### config.mk
export PLATFORM = sky130hd
export DESIGN_NAME = axis_m_pkt_gen
export DESIGN_NICKNAME = d
export VERILOG_FILES = /design/src/rtl/axis_m_pkg.sv /design/src/rtl/axis_m_cmd_fifo.sv /design/src/rtl/axis_m_pkt_gen.sv
export SDC_FILE = /design/constraint.sdc
export NUM_CORES = 1
export LEC_CHECK = 0
export BUFFER_PORTS_ARGS = -buffer_cell sky130_fd_sc_hd__buf_2
export CORE_MARGIN = 1.5
export CORE_UTILIZATION = 50
export DETAILED_ROUTE_END_ITERATION = 6
export GPL_TIMING_DRIVEN = 1
export PLACE_DENSITY = 0.79
export SYNTH_ARGS = -nofsm -noshare
export SYNTH_HDL_FRONTEND = slang
export SYNTH_SLANG_ARGS = --single-unit
### constraint.sdc
create_clock -name m_axis_aclk -period 3.42 [get_ports m_axis_aclk]
set_input_delay 0.684 -clock m_axis_aclk [delete_from_list [all_inputs] [get_ports m_axis_aclk]]
set_output_delay 0.684 -clock m_axis_aclk [all_outputs]
set_load 0.01 [all_outputs]
### src/rtl/axis_m_pkg.sv
// Shared types for the AXI4-Stream master packet generator.
// Holds the FSM state encoding, the default-width command record and its width.
package axis_m_pkg;

  localparam int DEF_DATA_W = 8;
  localparam int DEF_LEN_W  = 3;

  typedef enum logic {
    IDLE,
    TX
  } state_t;

  typedef struct packed {
    logic [DEF_DATA_W-1:0] din;
    logic [DEF_LEN_W-1:0]  len;
  } cmd_t;

  localparam int CMD_W = $bits(cmd_t);

endpackage

### src/rtl/axis_m_cmd_fifo.sv
// Small synchronous command FIFO with first-word fall-through read data.
// rdata shows the head entry whenever empty is low; push when full and pop
// when empty are ignored. A push into an empty FIFO is not poppable until
// the following cycle.
module axis_m_cmd_fifo
  import axis_m_pkg::*;
#(
  parameter int WIDTH = CMD_W,
  parameter int DEPTH = 4
) (
  input  logic             clk,
  input  logic             rst_n,
  input  logic             push,
  input  logic [WIDTH-1:0] wdata,
  input  logic             pop,
  output logic [WIDTH-1:0] rdata,
  output logic             full,
  output logic             empty
);

  localparam int PTR_W = $clog2(DEPTH);
  localparam int CNT_W = $clog2(DEPTH) + 1;

  logic [WIDTH-1:0] mem [DEPTH];
  logic [PTR_W-1:0] wr_ptr;
  logic [PTR_W-1:0] rd_ptr;
  logic [CNT_W-1:0] count;
  logic             do_push;
  logic             do_pop;

  assign full    = (count == CNT_W'(DEPTH));
  assign empty   = (count == '0);
  assign do_push = push && !full;
  assign do_pop  = pop && !empty;
  assign rdata   = mem[rd_ptr];

  // Storage write; contents need no reset because count gates visibility.
  always_ff @(posedge clk) begin
    if (do_push) begin
      mem[wr_ptr] <= wdata;
    end
  end

  // Pointer and occupancy tracking; pointers wrap naturally at DEPTH.
  always_ff @(posedge clk or negedge rst_n) begin
    if (!rst_n) begin
      wr_ptr <= '0;
      rd_ptr <= '0;
      count  <= '0;
    end else begin
      if (do_push) begin
        wr_ptr <= wr_ptr + PTR_W'(1);
      end
      if (do_pop) begin
        rd_ptr <= rd_ptr + PTR_W'(1);
      end
      case ({do_push, do_pop})
        2'b10:   count <= count + CNT_W'(1);
        2'b01:   count <= count - CNT_W'(1);
        default: count <= count;
      endcase
    end
  end

endmodule

### src/rtl/axis_m_pkt_gen.sv
// AXI4-Stream master packet generator.
// Commands {din, len} are queued in a small FIFO; each one becomes a packet of
// len+1 beats carrying din*beat, with TLAST on the final beat. All stream
// outputs decode registered state only, so nothing depends on m_axis_tready.
// Optional feature macro: AXIS_M_PKT_GEN_TUSER_EN adds m_axis_tuser (beat index).
module axis_m_pkt_gen
  import axis_m_pkg::*;
#(
  parameter int DATA_W    = DEF_DATA_W,
  parameter int LEN_W     = DEF_LEN_W,
  parameter int CMD_DEPTH = 4
) (
  input  logic              m_axis_aclk,
  input  logic              m_axis_aresetn,
  input  logic              newd,
  input  logic [DATA_W-1:0] din,
  input  logic [LEN_W-1:0]  len,
  output logic              cmd_ready,
  input  logic              m_axis_tready,
  output logic              m_axis_tvalid,
  output logic [DATA_W-1:0] m_axis_tdata,
  output logic              m_axis_tlast,
  output logic              busy,
  output logic              pkt_done
`ifdef AXIS_M_PKT_GEN_TUSER_EN
  ,
  output logic [LEN_W-1:0]  m_axis_tuser
`endif
);

  localparam int CW = DATA_W + LEN_W;

  state_t            state;
  state_t            state_n;
  logic [DATA_W-1:0] cur_din;
  logic [DATA_W-1:0] cur_din_n;
  logic [LEN_W-1:0]  cur_len;
  logic [LEN_W-1:0]  cur_len_n;
  logic [LEN_W-1:0]  beat;
  logic [LEN_W-1:0]  beat_n;

  logic [CW-1:0]     cmd_rdata;
  logic [DATA_W-1:0] head_din;
  logic [LEN_W-1:0]  head_len;
  logic              cmd_full;
  logic              cmd_empty;
  logic              cmd_pop;
  logic              hs;
  logic              last_beat;
  logic [DATA_W-1:0] beat_ext;

  axis_m_cmd_fifo #(
    .WIDTH (CW),
    .DEPTH (CMD_DEPTH)
  ) u_cmd_fifo (
    .clk   (m_axis_aclk),
    .rst_n (m_axis_aresetn),
    .push  (newd && cmd_ready),
    .wdata ({din, len}),
    .pop   (cmd_pop),
    .rdata (cmd_rdata),
    .full  (cmd_full),
    .empty (cmd_empty)
  );

  assign {head_din, head_len} = cmd_rdata;
  assign cmd_ready = !cmd_full;
  assign busy      = (state == TX) || !cmd_empty;
  assign hs        = m_axis_tvalid && m_axis_tready;
  assign last_beat = (beat == cur_len);

  // Resizing beat to DATA_W before multiplying keeps the product exact modulo 2**DATA_W.
  assign beat_ext      = DATA_W'(beat);
  assign m_axis_tvalid = (state == TX);
  assign m_axis_tdata  = m_axis_tvalid ? (cur_din * beat_ext) : '0;
  assign m_axis_tlast  = m_axis_tvalid && last_beat;
`ifdef AXIS_M_PKT_GEN_TUSER_EN
  assign m_axis_tuser  = m_axis_tvalid ? beat : '0;
`endif

  // State, current command and beat registers; pkt_done marks the cycle after a TLAST handshake.
  always_ff @(posedge m_axis_aclk or negedge m_axis_aresetn) begin
    if (!m_axis_aresetn) begin
      state    <= IDLE;
      cur_din  <= '0;
      cur_len  <= '0;
      beat     <= '0;
      pkt_done <= 1'b0;
    end else begin
      state    <= state_n;
      cur_din  <= cur_din_n;
      cur_len  <= cur_len_n;
      beat     <= beat_n;
      pkt_done <= hs && m_axis_tlast;
    end
  end

  // Next-state logic: load a command from the FIFO head, advance on handshakes,
  // and chain straight into the next queued command without an idle cycle.
  always_comb begin
    state_n   = state;
    cur_din_n = cur_din;
    cur_len_n = cur_len;
    beat_n    = beat;
    cmd_pop   = 1'b0;
    case (state)
      IDLE: begin
        if (!cmd_empty) begin
          cmd_pop   = 1'b1;
          state_n   = TX;
          cur_din_n = head_din;
          cur_len_n = head_len;
          beat_n    = '0;
        end
      end
      TX: begin
        if (hs) begin
          if (last_beat) begin
            beat_n = '0;
            if (!cmd_empty) begin
              cmd_pop   = 1'b1;
              cur_din_n = head_din;
              cur_len_n = head_len;
            end else begin
              state_n = IDLE;
            end
          end else begin
            beat_n = beat + LEN_W'(1);
          end
        end
      end
      default: begin
        state_n = IDLE;
      end
    endcase
  end

endmodule

* Yosys cells after proc, flatten, opt, wreduce, memory -nomap -nowiden *
Memory sizes are Yosys's and may differ from the RTL's.
Index checks and enable logic that the tools add are counted.

operators by class
  $add $sub $neg = 5
  $mul = 1
  eq/ne operators = 7
  muxes and demuxes = 23
  bitwise operators = 1
  reductions and logical operators = 13

operators with widths
  operator                                           number
  two-way mux 8 bit                                  4
  two-way mux 3 bit                                  6
  one-hot mux 3 bit (2 select lines)                 3
  one-hot mux 8 bit (2 select lines)                 1
  multiplier 8 x 3 -> 8 bit                          1
  two-way mux 1 bit                                  7
  adder 3 x 1 -> 3 bit (second input constant)       2
  logical AND 1 bit                                  6
  adder 2 x 1 -> 2 bit (second input constant)       2
  != test 2 x 1 -> 1 bit (second input constant)     2
  one-hot mux 1 bit (2 select lines)                 2
  AND reduction 2 bit                                2
  == test 3 bit                                      1
  == test 3 bit (second input constant)              1
  zero test 3 bit                                    1
  subtractor 3 x 1 -> 3 bit (second input constant)  1
  == test 2 x 1 -> 1 bit (second input constant)     1
  == test 2 bit (second input constant)              1
  zero test 1 bit                                    2
  != test 2 bit (second input constant)              1
  nonzero test 2 bit                                 1
  logical OR 1 bit                                   1
  inverter 1 bit                                     1

word-level totals
  flip-flop bits (word level) = 23
  bits in writable memories = 44
  bits of input ports = 15
  word-level logic and storage cells = 59
  memories = 1

memory list
  memory          depth  bits a word  rd ports  clocked after Yosys merged registers in  write ports  line                   text
  u_cmd_fifo.mem  4      11           1         0                                        1            axis_m_cmd_fifo.sv:24  logic [WIDTH-1:0] mem [DEPTH];

* Logic depth before layout (Yosys ltp) *
Gate-level depths: netlist of the first run.

  depth in word-level cells = 8
  gate-level depth with buffers = 11
  depth with buffers taken out = 10

* By module *
A second synthesis of the first run with hierarchy kept.

second synthesis, totals
  cell total of the unflattened synthesis = 223
  area total of the unflattened synthesis = 3,255.6 µm²

modules (own cells, without submodules)
  module           instances  cells an instance  area an instance (µm²)  sequential area each (µm²)
  axis_m_cmd_fifo  1          95                 2,015.7                 1,496.4
  axis_m_pkt_gen   1          128                1,239.9                 400.4

* Worst setup path before layout of the first run *
No wires, ideal clock.

  path kind = register to output
  from = register beat[2]
  to = output m_axis_tdata[6]
  arrival = 2.469 ns
  data required time = 2.736 ns
  slack = 0.267 ns
  cell stages (with the launch flop) = 11
  cells stage by stage = dfrtp_1 > clkbuf_1 > nand2_1 > fa_1 > inv_1 > ha_1 > fa_1 > a21o_1 > a21oi_1 > xor2_1 > nor2_1

between the ends
  word-level cells in the longest chain between the ends = 2

RTL lines
  element                    line                  text
  start, declared            axis_m_pkt_gen.sv:39  logic [LEN_W-1:0] beat;
  start signal, assigned     axis_m_pkt_gen.sv:93  beat <= beat_n;
  multiplier 8 x 3 -> 8 bit  axis_m_pkt_gen.sv:75  assign m_axis_tdata = m_axis_tvalid ? (cur_din * beat_ext) : '0;
  two-way mux 8 bit          axis_m_pkt_gen.sv:75
  end, declared              axis_m_pkt_gen.sv:21  output logic [DATA_W-1:0] m_axis_tdata,

No other way between the ends.

* Worst setup path after layout of the first run *
  from = register beat[1]
  to = output m_axis_tdata[6]

The elaborated chain is that of the path after synthesis.

==> results of run 1 <==
[metal layers]
metal,part of all wire,global-route usage
met3,0.039,0.0425
met2,0.48,0.268
met5,0,0
met4,0.020,0.0805
met1,0.46,0.220
[registers in the layout, indices dropped and copies added, names as in the netlist]
register,flops
beat,3
cur_din,8
cur_len,3
m_axis_tvalid,1
pkt_done,1
u_cmd_fifo.count,3
u_cmd_fifo.mem,44
u_cmd_fifo.rd_ptr,2
u_cmd_fifo.wr_ptr,2
[worst max path at each step]
stage | startpoint | end
6_report | beat[1] | m_axis_tdata[6]
5_1_grt | cur_din[0] | m_axis_tdata[6]
4_1_cts | beat[1] | m_axis_tdata[7]
3_5_place_dp | beat[1] | m_axis_tdata[6]
3_3_place_gp | beat[1] | m_axis_tdata[6]
2_1_floorplan | beat[2] | m_axis_tdata[6]
[layout by cell type (no fill, tap or decap), types with 3 or more instances in the layout]
cell	synthesis	layout
sky130_fd_sc_hd__edfxtp_1	44	44
sky130_fd_sc_hd__buf_2	2	27
sky130_fd_sc_hd__nand2_1	22	21
sky130_fd_sc_hd__dfrtp_1	23	21
sky130_fd_sc_hd__inv_1	18	18
sky130_fd_sc_hd__mux4_2	11	11
sky130_fd_sc_hd__buf_4	0	11
sky130_fd_sc_hd__xnor2_1	9	9
sky130_fd_sc_hd__clkbuf_8	0	9
sky130_fd_sc_hd__mux2_4	8	8
sky130_fd_sc_hd__nor2_1	7	7
sky130_fd_sc_hd__ha_1	12	7
sky130_fd_sc_hd__nand3_1	6	6
sky130_fd_sc_hd__and2_1	6	6
sky130_fd_sc_hd__xor2_1	6	6
sky130_fd_sc_hd__fa_1	7	6
sky130_fd_sc_hd__and3_1	5	5
sky130_fd_sc_hd__ha_4	0	5
sky130_fd_sc_hd__mux2_2	4	4
sky130_fd_sc_hd__o211ai_1	3	3
sky130_fd_sc_hd__a21oi_1	5	3
sky130_fd_sc_hd__clkinv_2	0	3
[cell type report]
| type | instances | share of cell area |
|---|---|---|
| Tap cell | 77 | 0.0255 |
| Inverter | 19 | 0.0189 |
| Clock inverter | 7 | 0.0182 |
| Timing Repair Buffer | 38 | 0.0576 |
| Multi-Input combinational cell | 127 | 0.344 |
| Sequential cell | 67 | 0.503 |
| Clock buffer | 9 | 0.0328 |
[timing repair]
item | in CTS | in global routing
pin swaps | 0 | 5
endpoints found under the setup margin | 2 | 2
setup buffers | 9 | 1
gates resized for setup | 3 | 9
[logic make-up (layout without fill, tap and decap cells)]
| group | count (synthesis) | count (layout) |
|---|---|---|
| AND/OR/NAND/NOR | 53 | 53 |
| XOR/XNOR | 15 | 15 |
| multiplexers | 25 | 25 |
| flip-flops | 67 | 67 |
| AO/OA/AOI/OAI | 15 | 15 |
| adder cells (fa/ha/maj) | 19 | 19 |
| buffers and inverters | 26 | 73 |
[report_power, final]
part | leakage, nW | switching, mW | internal, mW
Clock | 0.0950 | 0.289 | 0.333
Sequential | 0.673 | 0.214 | 1.12
Combinational | 0.767 | 0.889 | 0.948
[stage by stage]
stage	TNS [ps]	cell area, sq um	std cells
floorplan	0	3240	220
global placement	0	3430	318
detailed placement	0	3430	318
CTS	0	3700	343
global route	-46.0	3780	344
finish	0	3780	344
==> run summary, run 1 <==
* finished clean — run status
* 296 — Final Net Count
* 70 — number of design-rule violations left by the first detailed-router iteration
* 0.598 — post-layout util
* 0 — hold-fix buffer count after cts
* 2740 ps — required time reported for the critical path endpoint
* 4 — number of detailed-route iterations in the first pass
* 0 — antenna violations before repair
* 83.5 um — vertical extent of the die
* 0.770 mV — Worst IR Drop VDD
* 180 ps — post-placement worst setup slack
* 3 — deepest level of the CTS H-tree
* sky130_fd_sc_hd__edfxtp_1 — cell with the most instances after synthesis
* 2630 ps — signal arrival time at the worst endpoint
* 44 — EDFF count, synth
* 307 ps — hold_ws
* 1,879 — via count of the first global-routing pass
* 0 — final hold viol count
* sky130_fd_sc_hd__edfxtp_1 41%, sky130_fd_sc_hd__dfrtp_1 18%, sky130_fd_sc_hd__mux4_2 7.7% — cells taking the most area after synthesis
* 10 — number of cells on the critical path
* 0.134 — mux cell area share after synthesis
* 3600 um — final HPWL from detailed placement
* 0.0831 — Post-Synth Simple-Gate Area
* nand2_1 -> fa_1 -> inv_1 -> ha_4 -> fa_2 -> a21o_1 -> a21oi_2 -> xor2_1 -> nor2_1 -> buf_2 — ordered list of cells on the worst path
* output port — kind of end point of the critical path
* 220 — Synth Instances
* 27 — Port Buffers
* 0.00324 sq mm — Post-Synthesis Cell Area
* 0.0313 — fraction of the mapped netlist area in compound gates
* 254 — syn nets
* 0.302 GHz — Fmax
* 34 — Netlist cell types
* 0 — count of antenna-violating nets left after detailed routing
* 0 — total setup violations reported at the end of the flow
* sky130_fd_sc_hd__clkbuf_8 — buffer type at the clock tree root
* 44 x sky130_fd_sc_hd__edfxtp_1, 23 x sky130_fd_sc_hd__dfrtp_1, 22 x sky130_fd_sc_hd__nand2_1 — Commonest cells post-synth
* 0.0406 — XOR/XNOR Fraction of Synth Area
* beat[0] — reg2reg start
* 0.513 — starting utilization of the core area
* 29 — number of placement rows
* 0 — total congestion overflow
* flop to output port — type of the worst setup path
* 5.23 — vias per inst
* 0 — diode insertion count for antenna repair
* 67 — clock sink total
* 0.343 — Post-synth ARST share
* 6.73 ps — Clock Skew
* 0.00697 sq mm — die footprint
* 0.501 — relative slew slack
* 0.855 — Placer Congestion
* 28 — # IOs
* 0.169 — total routing usage reported by global routing
* multiplexers — combinational family with the most area after synthesis
* 14.7 sq um — post-synthesis area per instance
* 0.00190 sq mm — sequential cell area
* 0.586 — part of the Yosys area used for sequential elements
* 720 ps — R2R setup slack
* 330 ps — clock latency on the worst-skew pair
* 67 — register bit count reported by yosys
* input port to asynchronous set/reset pin — path category of the worst min-delay check
* u_cmd_fifo.count[2] — Reg2Reg Capture Point
* 5240 um — wire length reported by the detailed router
* 15.2 um — final routed wire length divided by cell count
* 104 ps — crit path setup slack, layout
* 9 — number of buffers added by the clock tree synthesis step
* 8970 um — first-pass GRT wire length
* 3320 ps — final critical-path required period
* 24 — pin count of the biggest net entering global routing
* built — CTS tree
* 3.80 mW — Pwr Total
* 1,799 — via count
* 16.7% — Area growth syn-to-layout
* adder cells — dominant delay contributor by cell family on the critical path
* sky130_fd_sc_hd__edfxtp_1 — Most used DFF post-synth
* 5 — Worst Path Max Fanout
* 1000 mW/mm^2 — PwrDens
* 0.970 — final clock period utilization by the worst path
* 0.408 — share of the synthesized area in the top cell type
* 0.00631 sq mm — area of the core
* sky130_fd_sc_hd__edfxtp_1 — cell type contributing the most total cell area after synthesis
* 0.345 — fraction of layout instances using a drive strength above 1
* 70 ps — Worst-path clk slew
* 0 — fin. max-slew vios
* 510 ps — biggest cell delay along the critical path
* 505 — fillcell total
* 749 ps — slew at the pin closest to its max-slew limit
* 0 — number of warnings issued by yosys
* 1.53 nW — leakage component of the power
* 2 — buffer depth of the longest clock path
* 0.0897 — synthesized-area fraction occupied by adder cells
* 0 — max-cap violation count
* 0 — DRC violations left
* 11 — cells on worst reg2reg path
* flop — sort of element at the start of the critical path
* sky130_fd_sc_hd__fa_1 — cell at the slowest stage of the critical path
* 83.5 um — floorplan die width
* 0.00130 sq mm — combined area of the multi-input logic cells
* 2 — sum of buffers and inverters on the critical path
No activity file was read; power rests on OpenSTA's default activity.
==> inputs of run 2 (changes only) <==
--- a/config.mk
+++ b/config.mk
@@ -5,6 +5,7 @@
 export SDC_FILE = /design/constraint.sdc
 export NUM_CORES = 1
 export LEC_CHECK = 0
+export ABC_AREA = 1
 export BUFFER_PORTS_ARGS = -buffer_cell sky130_fd_sc_hd__buf_2
 export CORE_MARGIN = 1.5
 export CORE_UTILIZATION = 50
==> run summary, run 2 <==
* 0.00649 sq mm — area of the core, was 0.00631 sq mm
* flop to output port — type of the worst setup path, unchanged
* 0.410 — switching power as a share of total power, was 0.367
* 44 — Largest register FFs, unchanged
* 2590 ps — signal arrival time at the worst endpoint, was 2630 ps
* sky130_fd_sc_hd__nand2_1 — most common cell after layout, fill and taps aside, was sky130_fd_sc_hd__edfxtp_1
* sky130_fd_sc_hd__edfxtp_1 — Most used DFF post-synth, unchanged
* 88 x sky130_fd_sc_hd__nand2_1, 54 x sky130_fd_sc_hd__nor2_1, 44 x sky130_fd_sc_hd__edfxtp_1 — highest-count cells in the layout ignoring fill and taps, was 44 x sky130_fd_sc_hd__edfxtp_1, 27 x sky130_fd_sc_hd__buf_2, 21 x sky130_fd_sc_hd__nand2_1, 21 x sky130_fd_sc_hd__dfrtp_1, 18 x sky130_fd_sc_hd__inv_1
* 0 — diode insertion count for antenna repair, unchanged
* 28 — # IOs, unchanged
* 67 — register bit count reported by yosys, unchanged
* 930 ps — R2R setup slack, was 720 ps
* 475 — final non-filler cell total, was 344
* 2,461 — via count, was 1,799
* 0 — DRC violations left, unchanged
* 3270 ps — final critical-path required period, was 3320 ps
* 80 ps — Worst-path clk slew, was 70 ps
* 0.639 — relative slew slack, was 0.501
* 4300 um — final HPWL from detailed placement, was 3600 um
* 9.62 sq um — post-synthesis area per instance, was 14.7 sq um
* 0.554 — part of the Yosys area used for sequential elements, was 0.586
* 356 — Synth Instances, was 220
* 390 — syn nets, was 254
* 0 — final hold viol count, unchanged
* input port to asynchronous set/reset pin — path category of the worst min-delay check, unchanged
* 27 — Port Buffers, unchanged
* 0.195 — total routing usage reported by global routing, was 0.169
* 0.527 — starting utilization of the core area, was 0.513
* 67 — clock sink total, unchanged
* 0 — fin. max-slew vios, unchanged
* 3 — Worst Path Max Fanout, was 5
* flop — sort of element at the start of the critical path, unchanged
* sky130_fd_sc_hd__edfxtp_1 — cell type contributing the most total cell area after synthesis, unchanged
* 0 — max-cap violation count, unchanged
* output port — kind of end point of the critical path, unchanged
* sky130_fd_sc_hd__clkbuf_8 — buffer type at the clock tree root, unchanged
* built — CTS tree, unchanged
* 452 — total placed cells including tap cells, was 318
* 0.957 — final clock period utilization by the worst path, was 0.970
* 6430 um — wire length reported by the detailed router, was 5240 um
* beat[2] — reg2reg start, was beat[0]
* 0.894 — Placer Congestion, was 0.855
* 0.00342 sq mm — Post-Synthesis Cell Area, was 0.00324 sq mm
* 350 ps — clock latency on the worst-skew pair, was 330 ps
* 85.7 um — vertical extent of the die, was 83.5 um
* 0 — total setup violations reported at the end of the flow, unchanged
* 0.343 — Post-synth ARST share, unchanged
* 9 — number of buffers added by the clock tree synthesis step, unchanged
* 1.41 mW — Switching Power, was 1.39 mW
* 44 — EDFF count, synth, unchanged
* 4 — number of detailed-route iterations in the first pass, unchanged
* 0 — number of warnings issued by yosys, unchanged
* 0.386 — share of the synthesized area in the top cell type, was 0.408
* sky130_fd_sc_hd__edfxtp_1 39%, sky130_fd_sc_hd__dfrtp_1 17%, sky130_fd_sc_hd__nand2_1 9.6% — cells taking the most area after synthesis, was sky130_fd_sc_hd__edfxtp_1 41%, sky130_fd_sc_hd__dfrtp_1 18%, sky130_fd_sc_hd__mux4_2 7.7%
* 0.306 GHz — Fmax, was 0.302 GHz
* beat[2] — critical path startpoint, was beat[1]
* 140 — number of design-rule violations left by the first detailed-router iteration, was 70
* 14.1% — Area growth syn-to-layout, was 16.7%
* 85.7 um — floorplan die width, was 83.5 um
* 26 — pin count of the biggest net entering global routing, was 24
* 2740 ps — required time reported for the critical path endpoint, about the same
* 0 — total congestion overflow, unchanged
* 0.471 mV — Worst IR Drop VDD, was 0.770 mV
* 88 x sky130_fd_sc_hd__nand2_1, 54 x sky130_fd_sc_hd__nor2_1, 44 x sky130_fd_sc_hd__edfxtp_1 — Commonest cells post-synth, was 44 x sky130_fd_sc_hd__edfxtp_1, 23 x sky130_fd_sc_hd__dfrtp_1, 22 x sky130_fd_sc_hd__nand2_1
* 542 ps — slew at the pin closest to its max-slew limit, was 749 ps
* 2.03 mW — Internal, was 2.40 mW
* u_cmd_fifo.mem x44, cur_din x8 — largest registers, unchanged
* 2,444 — via count of the first global-routing pass, was 1,879
* 1.82 nW — leakage component of the power, was 1.53 nW
* 13.5 um — final routed wire length divided by cell count, was 15.2 um
* 0.00735 sq mm — die footprint, was 0.00697 sq mm
* 3 — deepest level of the CTS H-tree, unchanged
* 29 — number of placement rows, unchanged
* 0 — antenna violations before repair, unchanged
* 0.186 — fraction of layout instances using a drive strength above 1, was 0.345
* 0 — count of antenna-violating nets left after detailed routing, unchanged
* u_cmd_fifo.mem — Most flops, register, unchanged
* 9.71 ps — Clock Skew, was 6.73 ps
* 5.18 — vias per inst, was 5.23
* 880 mW/mm^2 — PwrDens, was 1000 mW/mm^2
* sky130_fd_sc_hd__nand2_1 — cell with the most instances after synthesis, was sky130_fd_sc_hd__edfxtp_1
* finished clean — run status, unchanged
* 0.191 — proportion of power drawn by the clock network, was 0.164
* 11,000 um — first-pass GRT wire length, was 8970 um
* 29 — Netlist cell types, was 34
* 292 ps — hold_ws, was 307 ps
* 0.445 — logic gate share of total power, was 0.484
* 427 — Final Net Count, was 296
* 2 — buffer depth of the longest clock path, unchanged
* 0.364 — relative contribution of sequential cells to total power, was 0.352
[run 2: metal layers]
layer / wire length, um / GRT usage
met4: 113 / 0.0806
met3: 263 / 0.0356
met1: 2900 / 0.244
met2: 3150 / 0.334
met5: 0 / 0
[run 2: logic make-up (layout without fill, tap and decap cells)]
group                    Yosys count  in the layout  synth area share
flip-flops                        67             67             0.554
AO/OA/AOI/OAI                     34             34            0.0501
AND/OR/NAND/NOR                  174            174             0.219
buffers and inverters             55             97            0.0724
adder cells (fa/ha/maj)           19             19            0.0848
XOR/XNOR                           7              7            0.0201
[run 2: critical path, cell delays in order (launching register included)]
cell and delay [ps]:
sky130_fd_sc_hd__dfrtp_2 400, sky130_fd_sc_hd__nand2_1 90, sky130_fd_sc_hd__fa_1 530, sky130_fd_sc_hd__inv_1 40, sky130_fd_sc_hd__ha_2 200, sky130_fd_sc_hd__fa_2 350
sky130_fd_sc_hd__nand2_1 70, sky130_fd_sc_hd__nand2_1 70, sky130_fd_sc_hd__a21oi_2 130, sky130_fd_sc_hd__xor2_1 170, sky130_fd_sc_hd__nor2_1 50, sky130_fd_sc_hd__buf_2 140
[run 2: path summary, 6_finish.rpt]
check	to	depth (start not counted)
min in group m_axis_aclk	u_cmd_fifo.count[0]	1
worst max-delay path	m_axis_tdata[6]	11
worst min-delay path	u_cmd_fifo.wr_ptr[0]	1
worst max register to register	u_cmd_fifo.count[2]	14
max in group asynchronous	beat[2]	1
worst min register to register	u_cmd_fifo.count[0]	1
[run 2: through the flow]
| step | total power, mW | instance area (sq um) | util | setup WS (ps) | setup TNS (ps) |
|---|---|---|---|---|---|
| final | 3.44 | 3910 | 0.601 | 149 | 0 |
| after global routing | 3.74 | 3910 | 0.601 | -17.4 | -17.4 |
| after CTS | 3.40 | 3860 | 0.594 | 47.8 | 0 |
| after detailed placement | 2.69 | 3610 | 0.556 | 210 | 0 |
| after global placement | 2.62 | 3610 | 0.556 | 315 | 0 |
| after floorplan | 2.34 | 3420 | - | 555 | 0 |
[run 2: layout make-up]
type                       count  area, sq um
fill                         529         2590
sequential                    67         1900
multi-input combinational    234         1310
timing repair buffer          41          244
inverter                      40          153
clock buffer                   9          124
tap                           77         96.3
clock inverter                 7         76.3
[run 2: repair_timing]
item,4_1_cts,5_1_grt
setup endpoints to repair,1,2
hold buffers,0,0
buffers inserted,6,1
resized for setup,2,7
[run 2: power groups by stage]
| stage | Sequential (mW) | Combinational (mW) | Clock, mW |
|---|---|---|---|
| 2_1_floorplan | 1.21 | 1.12 | 0 |
| 3_3_place_gp | 1.28 | 1.34 | 0 |
| 3_5_place_dp | 1.29 | 1.39 | 0 |
| 4_1_cts | 1.25 | 1.48 | 0.664 |
| 5_1_grt | 1.28 | 1.76 | 0.700 |
| 6_report | 1.25 | 1.53 | 0.657 |
